==> src/rtl/speed_param_ctrl.sv <==
// rtl/speed_param_ctrl.sv - key-driven speed_param generator with debounce, hold-to-repeat and saturation
module speed_param_ctrl #(
  parameter logic [31:0] DEFAULT_PARAM   = 32'd0,
  parameter logic [31:0] MAX_PARAM       = 32'd1000,
  parameter logic [31:0] STEP            = 32'd1,
  parameter logic [31:0] DEBOUNCE_CYCLES = 32'd500000,
  parameter logic [31:0] REPEAT_DELAY    = 32'd25000000,
  parameter logic [31:0] REPEAT_PERIOD   = 32'd5000000
) (
  input  logic        inclk,
  input  logic        reset,
  input  logic        key_faster,
  input  logic        key_slower,
  input  logic        key_default,
  output logic [31:0] speed_param,
  output logic        change_pulse,
  output logic        at_min,
  output logic        at_max
);

  typedef enum logic [1:0] {
    S_IDLE,
    S_DEBOUNCE,
    S_HOLD,
    S_REPEAT
  } state_t;

  state_t      r_state;
  logic [31:0] r_cnt;
  logic [1:0]  r_kcap;
  logic        r_fast_s1, r_fast_s2;
  logic        r_slow_s1, r_slow_s2;
  logic        r_def_s1, r_def_s2, r_def_d;
  logic [31:0] r_param;
  logic        r_pulse;
  logic        r_at_min;
  logic        r_at_max;

  logic [1:0]  w_k;
  logic        w_same;
  logic        w_step;
  logic        w_def_rise;
  logic [31:0] w_next;

  always_comb begin
    w_k        = {r_fast_s2, r_slow_s2};
    w_same     = (w_k == r_kcap);
    w_def_rise = r_def_s2 & ~r_def_d;
    w_step     = 1'b0;
    case (r_state)
      S_DEBOUNCE: w_step = w_same && (r_cnt == DEBOUNCE_CYCLES - 32'd1);
      S_HOLD:     w_step = w_same && (r_cnt == REPEAT_DELAY - 32'd1);
      S_REPEAT:   w_step = w_same && (r_cnt == REPEAT_PERIOD - 32'd1);
      default:    w_step = 1'b0;
    endcase

    // Default load wins over a coincident step; both-keys capture never moves the value.
    w_next = r_param;
    if (w_def_rise) begin
      w_next = DEFAULT_PARAM;
    end else if (w_step) begin
      case (r_kcap)
        2'b10:   w_next = (r_param < STEP) ? 32'd0 : r_param - STEP;
        2'b01:   w_next = (r_param > MAX_PARAM - STEP) ? MAX_PARAM : r_param + STEP;
        default: w_next = r_param;
      endcase
    end
  end

  always_ff @(posedge inclk) begin
    if (reset) begin
      r_state   <= S_IDLE;
      r_cnt     <= 32'd0;
      r_kcap    <= 2'b00;
      r_fast_s1 <= 1'b0;
      r_fast_s2 <= 1'b0;
      r_slow_s1 <= 1'b0;
      r_slow_s2 <= 1'b0;
      r_def_s1  <= 1'b0;
      r_def_s2  <= 1'b0;
      r_def_d   <= 1'b0;
      r_param   <= DEFAULT_PARAM;
      r_pulse   <= 1'b0;
      r_at_min  <= (DEFAULT_PARAM == 32'd0);
      r_at_max  <= (DEFAULT_PARAM == MAX_PARAM);
    end else begin
      r_fast_s1 <= key_faster;
      r_fast_s2 <= r_fast_s1;
      r_slow_s1 <= key_slower;
      r_slow_s2 <= r_slow_s1;
      r_def_s1  <= key_default;
      r_def_s2  <= r_def_s1;
      r_def_d   <= r_def_s2;

      r_param   <= w_next;
      r_pulse   <= (w_next != r_param);
      r_at_min  <= (w_next == 32'd0);
      r_at_max  <= (w_next == MAX_PARAM);

      case (r_state)
        S_IDLE: begin
          if (w_k != 2'b00) begin
            r_state <= S_DEBOUNCE;
            r_kcap  <= w_k;
            r_cnt   <= 32'd0;
          end
        end
        S_DEBOUNCE: begin
          if (!w_same) begin
            r_state <= S_IDLE;
          end else if (w_step) begin
            r_state <= S_HOLD;
            r_cnt   <= 32'd0;
          end else begin
            r_cnt <= r_cnt + 32'd1;
          end
        end
        S_HOLD: begin
          if (!w_same) begin
            r_state <= S_IDLE;
          end else if (w_step) begin
            r_state <= S_REPEAT;
            r_cnt   <= 32'd0;
          end else begin
            r_cnt <= r_cnt + 32'd1;
          end
        end
        S_REPEAT: begin
          if (!w_same) begin
            r_state <= S_IDLE;
          end else if (w_step) begin
            r_cnt <= 32'd0;
          end else begin
            r_cnt <= r_cnt + 32'd1;
          end
        end
        default: r_state <= S_IDLE;
      endcase
    end
  end

  assign speed_param  = r_param;
  assign change_pulse = r_pulse;
  assign at_min       = r_at_min;
  assign at_max       = r_at_max;

endmodule

==> config.mk <==
export PLATFORM = sky130hd
export DESIGN_NAME = speed_param_ctrl
export DESIGN_NICKNAME = d
export VERILOG_FILES = /design/src/rtl/speed_param_ctrl.sv
export SDC_FILE = /design/constraint.sdc
export NUM_CORES = 1
export LEC_CHECK = 0
export BUFFER_PORTS_ARGS = -buffer_cell sky130_fd_sc_hd__buf_2
export CAP_MARGIN = 5
export CORE_MARGIN = 2
export CORE_UTILIZATION = 54
export CTS_CLUSTER_SIZE = 16
export DETAILED_ROUTE_END_ITERATION = 16
export PLACE_DENSITY = 0.73
export SYNTH_ARGS = -nofsm -noshare
export SYNTH_HDL_FRONTEND = slang
export SYNTH_SLANG_ARGS = --single-unit
==> constraint.sdc <==
create_clock -name inclk -period 3.6 [get_ports inclk]
set_input_delay 0.54 -clock inclk [delete_from_list [all_inputs] [get_ports inclk]]
set_output_delay 0.54 -clock inclk [all_outputs]
set_load 0.02 [all_outputs]
==> metrics.yaml <==
slowest_stage: "a2111oi_1"
cp.arrival_ns: 3.67
die_h_um: 103
layout_common_cells: "nor2_1, dfxtp_1, nand2_1"
slew_headroom_pct: 41.4
wl_per_cell_um: 19.3
syn_area_um2: 5270
finalHoldViolCount: 0
htree_levels: 3
cts_tree: "done"
post-route-cell-area_um2: 5810
nets: 755
ir_drop_mv: 0.226
seq_area_frac_synth_pct: 29.6
drc_errors: 0
viasPerCell: 6.38
period_minus_slack_ns: 3.43
mostFrequentLayoutCell: "nor2_1"
synthSimpleGateAreaFrac_pct: 37.2
rsz0062_at_grt: "false"
placedInstanceArea_um2: 5610
diodes: 0
place_congestion: 1.08
first_pass_iters: 5
synth_edf_count: 0
core_um2: 9640
finalPower_uw: 1630
grt_overflow: 0
grt_max_degree: 34
ios: 40
rows: 36
yosys_register_bits: 78
p_leak_uw: 0.00230
grt_use_total_pct: 33.4
ff2ff_path_depth: 12
min_path_cells: 2
r2r_start: "speed_param[1]"
synth_ff_type: "dfxtp_1"
cts_buffers: 9
die_x_um: 103
antenna_found_initial: 0
drt_iter0_drc: 421
timing.final.crit_share_pct: 95.3
clk_latency_ns: 0.38
cp-end-kind: "flop"
hold_start: "key_slower"
async_flop_share_pct: 0
routed_wl_um: 17100
cts_sinks: 78
max_freq_ghz: 0.291
ys_warn_count: 0
synth_xor_area_share_pct: 5.15
cap_viol_max_count: 0
synth_top_family_by_area: "simple AND/OR/NAND/NOR gates"
required_ns: 3.84
setup_viol: 0
status: "completed"
yosys-mux-area-fraction_pct: 0.855
syn-num-nets: 725
postCtsSetupBuffers: 0
utilization_pct: 60.3
synth.distinct_cells: 80
grt_pass1_wl_um: 26900
fin_tns_setup_ns: 0
crit_type: "flop to flop"
port_buffers: 39
max_slew.worst_pin.slew_ns: 0.878
finalMaxSlewViolations: 0
grt_pass1_vias: 5166
synth-adder-area-share_pct: 1.19
slowest_delay_ns: 0.51
synth_compound_area_share_pct: 20.4
worstPathMaxFanout: 17
power_density_nw_per_um2: 280
cp-start-kind: "flop"
area_growth_pct: 10.3
r2r_end: "change_pulse"
syn-instance-count: 715
r2r_setup_slack_ns: 0.17
die-area_um2: 10600
root_buffer: "clkbuf_8"
dp_hpwl_um: 12700
initial_core_util_pct: 54.6
drive_above_1_share_pct: 15.9
cp_cell_sequence: "inv_1, ha_1, nor3b_1, and4_1, nand3_1, nand2_4, mux2_4, inv_1, a2111oi_1, nand3_1, a2111oi_2, o31ai_1"
min_to: "r_slow_s1"
syn_area_per_cell_um2: 7.37
worstHoldPathType: "input port to flop"
path_clk_slew_ns: 0.10
ant_nets: 0
vias: 5631
clockBufferDepth: 2
fin_skew_ns: 0.0142
cell type report:
type	count	area (um^2)
clock inverter	6	53.8
multi-input combinational	572	3430
timing repair buffer	66	398
clock buffer	10	138
sequential	78	1560
fill	942	3830
tap	133	166
inverter	18	67.6
timing repair:
item                       in CTS  in global routing
hold buffers                    0                  0
resized for setup               0                  3
setup endpoints to repair       0                  3
through the flow:
stage,worst slack [ns],hold slack (ns),std cells
5_1_grt,0.0375,0.380,883
4_1_cts,0.149,0.370,883
3_5_place_dp,0.191,0.441,867
6_report,0.168,0.382,883
3_3_place_gp,0.222,0.424,867
2_1_floorplan,0.684,0.414,715
power breakdown:
group,internal [uW],switching (uW),leakage [uW]
sequential,870,9.24,0.000630
combinational,27.8,62.4,0.00158
clock,280,380,0.0000950
total,1180,451,0.00230
critical path, delay by kind of cell (launching register included):
family,cells,cell delay [ns]
multiplexers,1,0.22
AND/OR/NAND/NOR,5,1.18
flip-flops,1,0.40
buffers and inverters,2,0.20
AO/OA/AOI/OAI,3,1.07
adder cells (fa/ha/maj),1,0.24
cell usage after synthesis (all sizes together), types with 3 or more instances:
library cell / number / area (um^2)
a2111oi: 4 / 48.8
a211oi: 3 / 27.5
a21boi: 5 / 37.5
a21o: 3 / 22.5
a21oi: 53 / 269
a22oi: 3 / 22.5
a311oi: 3 / 26.3
a31oi: 13 / 81.3
a32oi: 3 / 26.3
and2: 12 / 75.1
and3: 9 / 61.3
and4: 11 / 96.3
buf: 20 / 121
clkbuf: 27 / 103
dfxtp: 78 / 1560
ha: 5 / 62.6
inv: 18 / 67.6
mux2i: 3 / 30.0
nand2: 73 / 282
nand2b: 9 / 56.3
nand3: 30 / 155
nand4: 18 / 113
nor2: 102 / 385
nor2b: 15 / 93.8
nor3: 32 / 209
nor3b: 4 / 30.0
nor4: 22 / 150
nor4b: 3 / 26.3
o21a: 5 / 37.5
o21ai: 40 / 204
o21ba: 3 / 30.0
o31ai: 8 / 65.1
or2: 4 / 25.0
or3: 6 / 42.5
or4: 8 / 67.6
xnor2: 12 / 105
xor2: 19 / 166
per-layer routing:
metal / routed length [um] / global-route usage (%)
met1: 6690 / 41.4
met5: 0 / 0
met3: 1440 / 6.64
met4: 895 / 17.4
met2: 8050 / 55.2
kinds of logic after synthesis:
kind of cell,count (synthesis)
flops,78
mux,4
xor+xnor,31
simple gates,366
fa+ha+maj,5
compound gates,166
buf+inv,65
sequential cells by signal, summed over array words and instances (netlist names):
register      count
r_kcap            2
r_fast_s2         1
r_slow_s1         1
speed_param      32
r_def_d           1
r_state           2
r_fast_s1         1
change_pulse      1
r_def_s1          1
r_cnt            32
r_slow_s2         1
at_max            1
at_min            1
r_def_s2          1
worst max-delay path by stage:
stage	end	cells after the start	slack [ns]	start
floorplan	change_pulse	12	0.68	speed_param[1]
global placement	change_pulse	12	0.22	speed_param[1]
detailed placement	change_pulse	12	0.19	speed_param[1]
CTS	change_pulse	12	0.15	speed_param[1]
global route	change_pulse	12	0.04	speed_param[1]
finish	change_pulse	12	0.17	speed_param[1]
Note: power is estimated with default switching activity, not from simulation.
